<file path="src/rtl/work_mng_types_pkg.sv">
// Shared types and default widths for the fan PWM capture path.
// Latency: n/a (types and constants only).
// Backpressure: n/a.
package work_mng_types_pkg;

    localparam int DEF_CNT_W  = 16;
    localparam int DEF_DUTY_W = 8;

    // Capture FSM: waiting for the first rise, inside the high phase, inside the low phase
    typedef enum logic [1:0] {
        ST_IDLE = 2'd0,
        ST_HIGH = 2'd1,
        ST_LOW  = 2'd2
    } cap_state_t;

endpackage

</file>
<file path="src/rtl/pwm_duty_div.sv">
// Sequential restoring divider: quo = floor(num * 2^DUTY_W / den), assuming num < den.
// Latency: load on start, DUTY_W step cycles; done/quo_o are valid combinationally during the last step.
// Backpressure: none; busy_o is high while dividing, abort_i drops the divide at once.
module pwm_duty_div
    import work_mng_types_pkg::*;
#(
    parameter int CNT_W  = DEF_CNT_W,
    parameter int DUTY_W = DEF_DUTY_W
) (
    input  logic              CLK,
    input  logic              RST,
    input  logic              start_i,
    input  logic              abort_i,
    input  logic [CNT_W-1:0]  num_i,
    input  logic [CNT_W-1:0]  den_i,
    output logic              busy_o,
    output logic              done_o,
    output logic [DUTY_W-1:0] quo_o
);

    localparam int SW = $clog2(DUTY_W + 1);

    logic [CNT_W-1:0]  rem_q;
    logic [CNT_W-1:0]  den_q;
    logic [DUTY_W-1:0] quo_q;
    logic [SW-1:0]     step_q;
    logic              busy_q;

    logic [CNT_W-1:0]  rem_sh;
    logic [CNT_W-1:0]  rem_nx;
    logic              ge;
    logic [DUTY_W-1:0] quo_nx;
    logic              last;

    // One restoring step; the bit shifted out of rem counts toward the compare so no extra width is needed
    always_comb begin
        rem_sh = {rem_q[CNT_W-2:0], 1'b0};
        ge     = rem_q[CNT_W-1] | (rem_sh >= den_q);
        rem_nx = ge ? (rem_sh - den_q) : rem_sh;
        quo_nx = {quo_q[DUTY_W-2:0], ge};
        last   = busy_q && (step_q == SW'(1));
    end

    // Load operands on start, then shift one quotient bit in per cycle, MSB first
    always_ff @(posedge CLK or posedge RST) begin
        if (RST) begin
            rem_q  <= '0;
            den_q  <= '0;
            quo_q  <= '0;
            step_q <= '0;
            busy_q <= 1'b0;
        end else if (abort_i) begin
            step_q <= '0;
            busy_q <= 1'b0;
        end else if (start_i) begin
            rem_q  <= num_i;
            den_q  <= den_i;
            quo_q  <= '0;
            step_q <= SW'(DUTY_W);
            busy_q <= 1'b1;
        end else if (busy_q) begin
            rem_q  <= rem_nx;
            quo_q  <= quo_nx;
            step_q <= step_q - SW'(1);
            if (last) begin
                busy_q <= 1'b0;
            end
        end
    end

    assign busy_o = busy_q;
    assign done_o = last;
    assign quo_o  = quo_nx;

endmodule

</file>
<file path="src/rtl/pwm_capture.sv">
// Measures period, high time and duty of an asynchronous fan PWM input; flags a stalled waveform.
// Latency: 2-flop sync + edge detect, then results 9 cycles after the closing rise (DUTY_W=8).
// Backpressure: none; a period completing while the divider is busy is dropped and overrun pulses.
module pwm_capture
    import work_mng_types_pkg::*;
#(
    parameter int CNT_W   = DEF_CNT_W,
    parameter int DUTY_W  = DEF_DUTY_W,
    parameter int TIMEOUT = 50000
) (
    input  logic              CLK,
    input  logic              RST,
    input  logic              pwm_in,
    input  logic              en,
    output logic [CNT_W-1:0]  period_cnt,
    output logic [CNT_W-1:0]  high_cnt,
    output logic [DUTY_W-1:0] duty,
    output logic              valid,
    output logic              stuck,
    output logic              overrun
);

    localparam logic [CNT_W-1:0] CNT_MAX = '1;
    localparam logic [CNT_W-1:0] TO_LAST = CNT_W'(TIMEOUT - 1);
    localparam logic [CNT_W-1:0] TO_FULL = CNT_W'(TIMEOUT);

    logic              sync1_q, s_q, prev_q;
    cap_state_t        state_q;
    logic [CNT_W-1:0]  cnt_q, idle_q, hi_tmp_q;
    logic [CNT_W-1:0]  per_res_q, hi_res_q;
    logic [CNT_W-1:0]  period_q, high_q;
    logic [DUTY_W-1:0] duty_q;
    logic              valid_q, stuck_q, overrun_q;

    logic              rise, fall, timeout_hit, period_done, div_free, accept, drop;
    logic [CNT_W-1:0]  cnt_inc;
    logic              div_busy, div_done;
    logic [DUTY_W-1:0] div_quo;

    // Synchronizer and previous-value register keep running regardless of en
    always_ff @(posedge CLK or posedge RST) begin
        if (RST) begin
            sync1_q <= 1'b0;
            s_q     <= 1'b0;
            prev_q  <= 1'b0;
        end else begin
            sync1_q <= pwm_in;
            s_q     <= sync1_q;
            prev_q  <= s_q;
        end
    end

    // Edge events and the accept/drop decision; a divider finishing this cycle counts as free
    always_comb begin
        rise        = s_q & ~prev_q;
        fall        = ~s_q & prev_q;
        cnt_inc     = (cnt_q == CNT_MAX) ? cnt_q : cnt_q + CNT_W'(1);
        timeout_hit = en && !rise && !fall && (idle_q == TO_LAST);
        period_done = en && (state_q == ST_LOW) && rise;
        div_free    = !div_busy || div_done;
        accept      = period_done && div_free;
        drop        = period_done && !div_free;
    end

    // Cycles since the last edge; parks at TIMEOUT so the stall fires only once per quiet stretch
    always_ff @(posedge CLK or posedge RST) begin
        if (RST) begin
            idle_q <= '0;
        end else if (!en) begin
            idle_q <= '0;
        end else if (rise || fall) begin
            idle_q <= CNT_W'(1);
        end else if (idle_q != TO_FULL) begin
            idle_q <= idle_q + CNT_W'(1);
        end
    end

    // Capture FSM, period/high counters and registered result outputs
    always_ff @(posedge CLK or posedge RST) begin
        if (RST) begin
            state_q   <= ST_IDLE;
            cnt_q     <= '0;
            hi_tmp_q  <= '0;
            per_res_q <= '0;
            hi_res_q  <= '0;
            period_q  <= '0;
            high_q    <= '0;
            duty_q    <= '0;
            valid_q   <= 1'b0;
            stuck_q   <= 1'b0;
            overrun_q <= 1'b0;
        end else begin
            valid_q   <= 1'b0;
            overrun_q <= 1'b0;
            if (!en) begin
                state_q <= ST_IDLE;
                cnt_q   <= '0;
            end else if (timeout_hit) begin
                state_q  <= ST_IDLE;
                cnt_q    <= '0;
                stuck_q  <= 1'b1;
                duty_q   <= {DUTY_W{s_q}};
                period_q <= '0;
                high_q   <= '0;
                valid_q  <= 1'b1;
            end else begin
                if (div_done) begin
                    period_q <= per_res_q;
                    high_q   <= hi_res_q;
                    duty_q   <= div_quo;
                    valid_q  <= 1'b1;
                end
                if (drop) begin
                    overrun_q <= 1'b1;
                end
                if (rise) begin
                    stuck_q <= 1'b0;
                end
                // Results travel with the divide so a later fall cannot corrupt them
                if (accept) begin
                    per_res_q <= cnt_q;
                    hi_res_q  <= hi_tmp_q;
                end
                case (state_q)
                    ST_IDLE: begin
                        if (rise) begin
                            state_q <= ST_HIGH;
                            cnt_q   <= CNT_W'(1);
                        end
                    end
                    ST_HIGH: begin
                        cnt_q <= cnt_inc;
                        if (fall) begin
                            hi_tmp_q <= cnt_q;
                            state_q  <= ST_LOW;
                        end
                    end
                    ST_LOW: begin
                        if (rise) begin
                            state_q <= ST_HIGH;
                            cnt_q   <= CNT_W'(1);
                        end else begin
                            cnt_q <= cnt_inc;
                        end
                    end
                    default: state_q <= ST_IDLE;
                endcase
            end
        end
    end

    pwm_duty_div #(
        .CNT_W  (CNT_W),
        .DUTY_W (DUTY_W)
    ) u_div (
        .CLK     (CLK),
        .RST     (RST),
        .start_i (accept),
        .abort_i (!en || timeout_hit),
        .num_i   (hi_tmp_q),
        .den_i   (cnt_q),
        .busy_o  (div_busy),
        .done_o  (div_done),
        .quo_o   (div_quo)
    );

    assign period_cnt = period_q;
    assign high_cnt   = high_q;
    assign duty       = duty_q;
    assign valid      = valid_q;
    assign stuck      = stuck_q;
    assign overrun    = overrun_q;

endmodule

</file>
<file path="config.mk">
export PLATFORM = sky130hd
export DESIGN_NAME = pwm_capture
export DESIGN_NICKNAME = d
export VERILOG_FILES = /design/src/rtl/work_mng_types_pkg.sv /design/src/rtl/pwm_duty_div.sv /design/src/rtl/pwm_capture.sv
export SDC_FILE = /design/constraint.sdc
export NUM_CORES = 1
export LEC_CHECK = 0
export CORE_MARGIN = 5
export CORE_UTILIZATION = 33
export CTS_CLUSTER_SIZE = 25
export DETAILED_ROUTE_END_ITERATION = 10
export PLACE_DENSITY_LB_ADDON = 0.2
export REMOVE_ABC_BUFFERS = 1
export SKIP_LAST_GASP = 1
export SLEW_MARGIN = 20
export SYNTH_ARGS = -nofsm -noshare
export SYNTH_HDL_FRONTEND = slang
export SYNTH_HIERARCHICAL = 1
export SYNTH_SLANG_ARGS = --single-unit
</file>
<file path="constraint.sdc">
create_clock -name CLK -period 11.63 [get_ports CLK]
set_clock_uncertainty 0.05 [all_clocks]
set_input_delay 2.326 -clock CLK [delete_from_list [all_inputs] [get_ports CLK]]
set_output_delay 2.326 -clock CLK [all_outputs]
set_load 0.01 [all_outputs]
</file>
==> results of run 1 <==
path summary, 6_finish.rpt:
| path | end | from |
|---|---|---|
| worst max-delay path | u_div/rem_q[9]$_DFFE_PP0P_ | en |
| max in group asynchronous | cnt_q[0]$_DFFE_PP0P_ | RST |
| worst max register to register | u_div/rem_q[13]$_DFFE_PP0P_ | u_div/busy_o$_DFF_PP0_ |
| min in group asynchronous | duty[5]$_DFFE_PP0P_ | RST |
| worst min-delay path | s_q$_DFF_PP0_ | sync1_q$_DFF_PP0_ |
| worst min register to register | s_q$_DFF_PP0_ | sync1_q$_DFF_PP0_ |
critical path, cell delays in order:
cell and delay (ns):
clkdlybuf4s50_1 0.65, inv_1 0.13, nor4_1 0.38, a31o_2 0.70, or2_2 0.58, nor2_1 0.16, nand3_1 0.13, mux2i_1 0.08
or2_1 0.22
power breakdown:
part	switching (W)	total, W	internal [W]
clock	0.000246	0.000597	0.000351
sequential	0.0000158	0.000636	0.000620
combinational	0.0000821	0.000134	0.0000514
state kept, by name, indices dropped and copies added (netlist names), 8 cells and up:
signal       count
idle_q          16
duty             8
per_res_q       16
cnt_q           16
u_div/rem_q     16
period_cnt      16
high_cnt        16
hi_res_q        16
hi_tmp_q        16
u_div/den_q     16
stage by stage:
step	hold slack (ns)	std cells
final	0.3021	1148
after global routing	0.3159	1148
after CTS	0.3075	1148
after detailed placement	0.2918	1117
after global placement	0.2851	1117
after floorplan	0.2812	736
synthesized netlist by cell type (4+ instances only):
master,instances
a211oi_1,5
a21o_1,4
a21oi_1,45
a221o_1,7
a22o_1,32
a22oi_1,4
a31oi_1,5
and3_1,9
buf_2,16
clkbuf_1,16
dfrtp_1,172
ha_1,27
inv_1,34
mux2_2,49
mux2i_1,15
nand2_1,62
nand2b_1,8
nand3_1,35
nand4_1,9
nor2_1,57
nor3_1,9
nor4_1,5
o211ai_1,6
o21ai_0,37
o21ai_1,8
o22ai_1,7
or3_1,6
xnor2_1,14
xor2_1,14
routing by layer:
metal	global-route usage	up-vias	share of wire	wire (um)
met5	0	-	0	0
li1	-	2864	-	-
met2	0.2199	84	0.46	9031
met1	0.2024	2902	0.50	9756
met3	0.02592	19	0.029	574
met4	0.04164	0	0.012	244
final cells by class:
type | instances | area share
Multi-Input combinational cell | 530 | 0.3830
Tap cell | 330 | 0.04273
Sequential cell | 172 | 0.4454
Clock inverter | 12 | 0.01670
Timing Repair Buffer | 51 | 0.05153
Inverter | 34 | 0.01373
Clock buffer | 19 | 0.04687
kinds of logic (layout without fill, tap and decap cells):
group                      count (synthesis)  in the layout
AOI/OAI and AO/OA                        183            183
xor gates and xnor gates                  28             28
adders and majority gates                 28             28
buffers and inverters                     74            116
DFF                                      172            172
muxes                                     64             64
and+or+nand+nor                          227            227
==> reports/metrics.csv, run 1 <==
metric,value,unit
crit_type,input pin to flop,
final_common_cell,dfrtp_1,
cts_tree,done,
ys_ff_latch,172,
yosys-top-cells-area,"dfrtp_1, mux2_2, ha_1",
synth.area.mux_share,0.08428,
ys.flop_type,dfrtp_1,
cts.path.max_buffers,2,
grt_start_max_net_pins,86,
clock-root-buffer,clkbuf_16,
die_area,28510,um2
arrival,5.37,ns
dr.first_iter.drc_count,385,
seq_area,4304,um2
p_per_area,141.4,nW/um2
wl,19610,um
rows,58,
cts_resized,0,
grt_pass1_vias,5844,
fin_util,0.3860,
synth_area_per_cell,10.73,um2
ant_nets,0,
synth_compound_area_frac,0.1483,
antenna_found_initial,0,
vias,5869,
fin_tns_setup,0,ns
hold_path_class,flop to flop,
synth_fa_ha_area_frac,0.04297,
worst_pin_slew,1.037,ns
core,25040,um2
final_cell_mix,"dfrtp_1, nand2_1, nor2_1, mux2_2, clkdlybuf4s50_1",
nFillCells,2470,
die_height,168.9,um
cp.required,11.90,ns
yosysSeqAreaShare,0.5168,
firstDrtPassIters,5,
nNetsFinal,838,
gr-total-overflow,0,
antenna_cells,0,
die_w,168.9,um
maxCapViolations,0,
htreeDepth,4,
grt_first_pass_wirelength,32330,um
power_leakage,4.286,nW
fin_area,9663,um2
postCtsHoldBufs,0,
initial_core_util,0.3326,
wl_per_cell,17.08,um
yosys_warnings,6,
cts_num_sinks,172,
cts_setup_buffers,0,
outcome,"finished, final reports clean",
syn_to_final_growth,16.03,%
vias_per_cell,5.112,
multi_input_area,3701,um2
min_period,5.104,ns
cp-end-kind,flop,
synthCells,776,
holdPathStages,0,
fmax,0.1959,GHz
finalSetupViolCount,0,
hold_viol_final,0,
drcViolationCount,0,
worst_r2r_path_depth,8,
rsz0062_at_grt,no,
drive_gt1_frac,0.1222,
synth_top_family_by_area,compound AO/OA/AOI/OAI gates,
clk_latency,0.43,ns
fin_crit_sh,0.4388,
yosysUniqueCellTypes,69,
synthSimpleGateAreaFrac,0.1357,
finalPower,0.001366,W
post-dp-hpwl,12980,um
slew_viol_final,0,
cts_buffers,17,
synth_area,8328,um2
async_reset_ff_frac,1.000,
post_dp_cell_area,9044,um2
portBuffers,46,
critPathLaunchType,input pin,
relSlewSlack,0.3070,
grt_usage,0.1415,
setup_ws,6.526,ns
synth_xor_area_frac,0.02945,
reg2reg_slack,8.17,ns
dpl_worst_slack,5.757,ns
synth_top_area_share,0.5168,
ir_worst_vdd,0.00006646,V
place.gp.congestion,0.8527,
pin_count,47,
yosys.area.top_type,dfrtp_1,
clkTransAtPathRegs,0.07,ns
synth_edf_count,0,
critPathMaxFanout,30,
Power figures use the tool's default switching activity.
==> run 2: changes to the inputs <==
Clock period 11.63 ns to 4.7 ns, I/O delays scaled along.
==> run 2 against run 1 <==
  * Sequential share of layout area down 0.075 points
  * Cell count up 0.44%
  * Largest cell class unchanged
  * Die area unchanged
  * Critical path type unchanged
  * Critical endpoint unchanged
==> reports/metrics.csv, run 2 (synthesized netlist as in run 1, its figures left out) <==
metric,value,unit
outcome,"finished, final reports clean",
htreeDepth,4,
min_period,3.521,ns
fin_crit_sh,0.7492,
clkTransAtPathRegs,0.07,ns
multi_input_area,3696,um2
final_common_cell,dfrtp_1,
cp.required,4.96,ns
antenna_cells,0,
grt_start_max_net_pins,99,
dr.first_iter.drc_count,355,
hold_path_class,flop to flop,
power_leakage,4.297,nW
rsz0062_at_grt,no,
fmax,0.2840,GHz
cts_setup_buffers,0,
core,25040,um2
post-dp-hpwl,13110,um
wl,19430,um
vias,5902,
p_per_area,346.3,nW/um2
cts.path.max_buffers,2,
ir_worst_vdd,0.0001886,V
slew_viol_final,0,
syn_to_final_growth,16.23,%
grt_pass1_vias,5572,
initial_core_util,0.3326,
nFillCells,2445,
arrival,3.78,ns
cts_buffers,17,
dpl_worst_slack,0.7946,ns
cp-end-kind,flop,
cts_resized,0,
seq_area,4304,um2
firstDrtPassIters,5,
vias_per_cell,5.119,
setup_ws,1.179,ns
antenna_found_initial,0,
drcViolationCount,0,
cts_tree,done,
r2r_start,s_q$_DFF_PP0_,
wl_per_cell,16.85,um
clock-root-buffer,clkbuf_16,
critPathLaunchType,input pin,
finalSetupViolCount,0,
die_w,168.9,um
postCtsHoldBufs,0,
hp-start,sync1_q$_DFF_PP0_,
nNetsFinal,843,
post_dp_cell_area,9081,um2
clk_latency,0.43,ns
grt_usage,0.1380,
hold_viol_final,0,
place.gp.congestion,0.8818,
fin_hold_ws,0.2994,ns
worst_pin_slew,0.9182,ns
maxCapViolations,0,
pin_count,47,
relSlewSlack,0.3879,
rows,58,
finalPower,0.003352,W
cts_num_sinks,172,
gr-total-overflow,0,
drive_gt1_frac,0.1264,
grt_first_pass_wirelength,31730,um
crit_start,en,
die_height,168.9,um
critPathMaxFanout,24,
final_cell_mix,"dfrtp_1, nand2_1, nor2_1, mux2_2, clkdlybuf4s50_1",
portBuffers,46,
crit_type,input pin to flop,
fin_area,9679,um2
die_area,28510,um2
ant_nets,0,
## run 2: cell types whose count changed in the layout (fill, tap and decap cells not counted), sizes merged
cell and change:
clkbuf -1, inv -1, buf +5, clkinv +1, clkinvlp +1
## run 2: final timing paths
path                                              endpoint  slack [ns]  depth (start not counted)
worst max-delay path            u_div/rem_q[9]$_DFFE_PP0P_        1.18                          9
worst min-delay path                         s_q$_DFF_PP0_        0.30                          0
worst max register to register  u_div/rem_q[9]$_DFFE_PP0P_        1.74                          8
worst min register to register               s_q$_DFF_PP0_        0.30                          0
max in group asynchronous         hi_tmp_q[15]$_DFFE_PP0P_        2.70                          3
min in group asynchronous          high_cnt[1]$_DFFE_PP0P_        1.02                          2
## run 2: where the power goes
group / switching, W / leakage (nW) / internal, W
Clock: 0.000615 / 0.279 / 0.000838
Sequential: 0.0000381 / 2.31 / 0.00153
Combinational: 0.000199 / 1.71 / 0.000127
## run 2: area by class of cell
class | instances | share of cell area
timing repair buffer | 56 | 0.05533
sequential | 172 | 0.4447
inverter | 34 | 0.01370
tap | 330 | 0.04266
clock inverter | 13 | 0.01745
multi-input combinational | 530 | 0.3819
clock buffer | 18 | 0.04434
## run 2: layer usage
| layer | global-route usage | wire length [um] | vias up |
|---|---|---|---|
| met5 | 0 | 0 | - |
| met4 | 0.03387 | 152 | 0 |
| met3 | 0.02475 | 760 | 11 |
| met2 | 0.2111 | 8766 | 121 |
| met1 | 0.2037 | 9748 | 2891 |
| li1 | - | - | 2879 |
## run 2: critical path, cell delays in order
cell and delay (ns):
clkdlybuf4s50_1 0.66, inv_1 0.13, nor4_1 0.41, a31o_2 0.52, or2_2 0.51, nor2_1 0.16
nand3_1 0.13, mux2i_1 0.08, or2_1 0.23
## run 2: per-stage QoR
step                utilization  TNS, ns  instances
floorplan                     -   -14.18        736
detailed placement       0.3627        0       1122
CTS                      0.3866        0       1153
global placement         0.3627        0       1122
global route             0.3866        0       1153
finish                   0.3866        0       1153
==> run 3: changes to the inputs <==
Clock period 4.7 ns to 3.1 ns, I/O delays scaled along.
==> run 3 against run 2 <==
  * Cell count is 1.3% higher
  * First-iteration DRC count up 34%
  * Via count up 1.5%
  * Flip-flop and latch count stayed put
  * Register-to-register slack got worse by 1.1 ns
  * Combinational power up 57%
  * Critical path type is now flop to flop
  * Sequential share of layout area decreased by 0.66 points
  * Non-clock buffer count increased by 14
  * Utilization is 0.58 points higher
  * Global-route usage up 0.58 points
  * Total power is 51% higher
  * Clock power up 50%
==> reports/metrics.csv, run 3 (synthesized netlist as in run 1, its figures left out) <==
metric,value,unit
cts_resized,0,
netSwitchingFraction,0.2640,
crit_type,flop to flop,
cp-end-kind,flop,
slew_viol_final,0,
htreeDepth,4,
portBuffers,46,
cts.path.max_buffers,2,
arrival,2.79,ns
wl,19680,um
internal_power,0.003734,W
antenna_found_initial,0,
vias_per_cell,5.128,
worst_pin_slew,0.7286,ns
fin_crit_sh,0.8064,
final_cell_mix,"dfrtp_1, nand2_1, nor2_1, mux2_2, clkdlybuf4s50_1",
dr.first_iter.drc_count,474,
power_leakage,4.378,nW
crit_start,u_div/step_q[1]$_DFFE_PP0P_,
relSlewSlack,0.5004,
fmax,0.4000,GHz
post-dp-hpwl,13670,um
grt_usage,0.1438,
critPathLaunchType,flop,
syn_to_final_growth,17.97,%
hold_path_class,flop to flop,
path_cells,"inv_1, ha_1, and3_1, inv_1, a21oi_4, buf_12, inv_1, nor2_2, buf_4, nand2_1, o21ai_0",
post_dp_cell_area,9236,um2
cts_buffers,17,
seqPwrFrac,0.470,
drcViolationCount,0,
fin_util,0.3924,
p_sw,0.001340,W
cts_tree,done,
clkTransAtPathRegs,0.07,ns
slowest_delay,0.39,ns
path_common_cell,inv_1,
cp.required,3.39,ns
critPathMaxFanout,51,
r2r_start,u_div/step_q[1]$_DFFE_PP0P_,
nNetsFinal,857,
wl_per_cell,16.85,um
die_area,28510,um2
ir_worst_vdd,0.0002690,V
fin_area,9824,um2
cts_num_sinks,172,
grt_first_pass_wirelength,33040,um
placed_cells,1136,
clk_latency,0.43,ns
maxCapViolations,0,
core,25040,um2
vias,5990,
hp-start,sync1_q$_DFF_PP0_,
slowest_stage,dfrtp_1,
pwr-share-clk,0.429,
rows,58,
firstDrtPassIters,5,
initial_core_util,0.3326,
drive_gt1_frac,0.1408,
postCtsHoldBufs,0,
die_w,168.9,um
grt_start_max_net_pins,53,
clock-root-buffer,clkbuf_16,
final_common_cell,dfrtp_1,
antenna_cells,0,
min_period,2.500,ns
cts_setup_buffers,0,
nFillCells,2417,
combPwrFrac,0.101,
pin_count,47,
outcome,"finished, final reports clean",
p_per_area,516.4,nW/um2
hold_viol_final,0,
rsz0062_at_grt,no,
die_height,168.9,um
gr-total-overflow,0,
final_cells,1168,
place.gp.congestion,0.8154,
finalSetupViolCount,0,
ant_nets,0,
grt_pass1_vias,6033,
==> run 3: cell count changes in the layout (fill, tap and decap cells not counted), sizes merged <==
cell	previous run	this run
buf	10	24
clkbuf	18	19
clkinvlp	4	3
clkinv	5	4
bufinv	3	2
inv	35	38
==> run 3: final timing paths <==
path	slack [ns]	depth (start not counted)	endpoint
max	0.60	11	u_div/den_q[0]$_DFFE_PP0P_
min	0.32	0	s_q$_DFF_PP0_
max reg2reg	0.60	11	u_div/den_q[0]$_DFFE_PP0P_
min reg2reg	0.32	0	s_q$_DFF_PP0_
max in group asynchronous	1.80	3	period_cnt[15]$_DFFE_PP0P_
min in group asynchronous	0.58	2	duty[4]$_DFFE_PP0P_
==> run 3: worst max-delay path, delay by kind of cell (launching register included) <==
kind            cells  cell delay [ns]
flops               1             0.39
simple gates        3             0.53
buf+inv             5             0.92
fa+ha+maj           1             0.16
compound gates      2             0.31
==> run 3: final cells by class <==
type                            instances  area, um2  share of cell area
Tap cell                              330      412.9             0.04203
Multi-Input combinational cell        530       3696              0.3762
Clock buffer                           19      432.9             0.04407
Clock inverter                         13      155.1             0.01579
Sequential cell                       172       4304              0.4381
Timing Repair Buffer                   70      690.7             0.07030
Inverter                               34      132.6             0.01350
==> run 3: through the flow <==
stage	hold WS (ns)	total power, W	setup slack (ns)	TNS [ns]
floorplan	0.2812	0.002801	-2.083	-222.73
global placement	0.3263	0.002939	0.2368	0
detailed placement	0.3064	0.002943	0.2327	0
CTS	0.3232	0.005139	0.5892	0
global route	0.3353	0.005321	0.4203	0
finish	0.3205	0.005073	0.6003	0
==> run 3: power by group through the flow <==
stage	Combinational, W	Clock, W	Sequential [W]
floorplan	0.000391	0	0.00241
global placement	0.000511	0	0.00243
detailed placement	0.000514	0	0.00243
CTS	0.000519	0.00223	0.00239
global route	0.000584	0.00234	0.00240
finish	0.000511	0.00218	0.00238
==> run 3: layer usage <==
layer / up-vias / track usage / part of all wire / routed length, um
met1: 2957 / 0.2004 / 0.49 / 9687
met2: 107 / 0.2272 / 0.46 / 9028
met3: 19 / 0.02849 / 0.035 / 685
met4: 0 / 0.04446 / 0.014 / 284
met5: - / 0 / 0 / 0
li1: 2907 / - / - / -
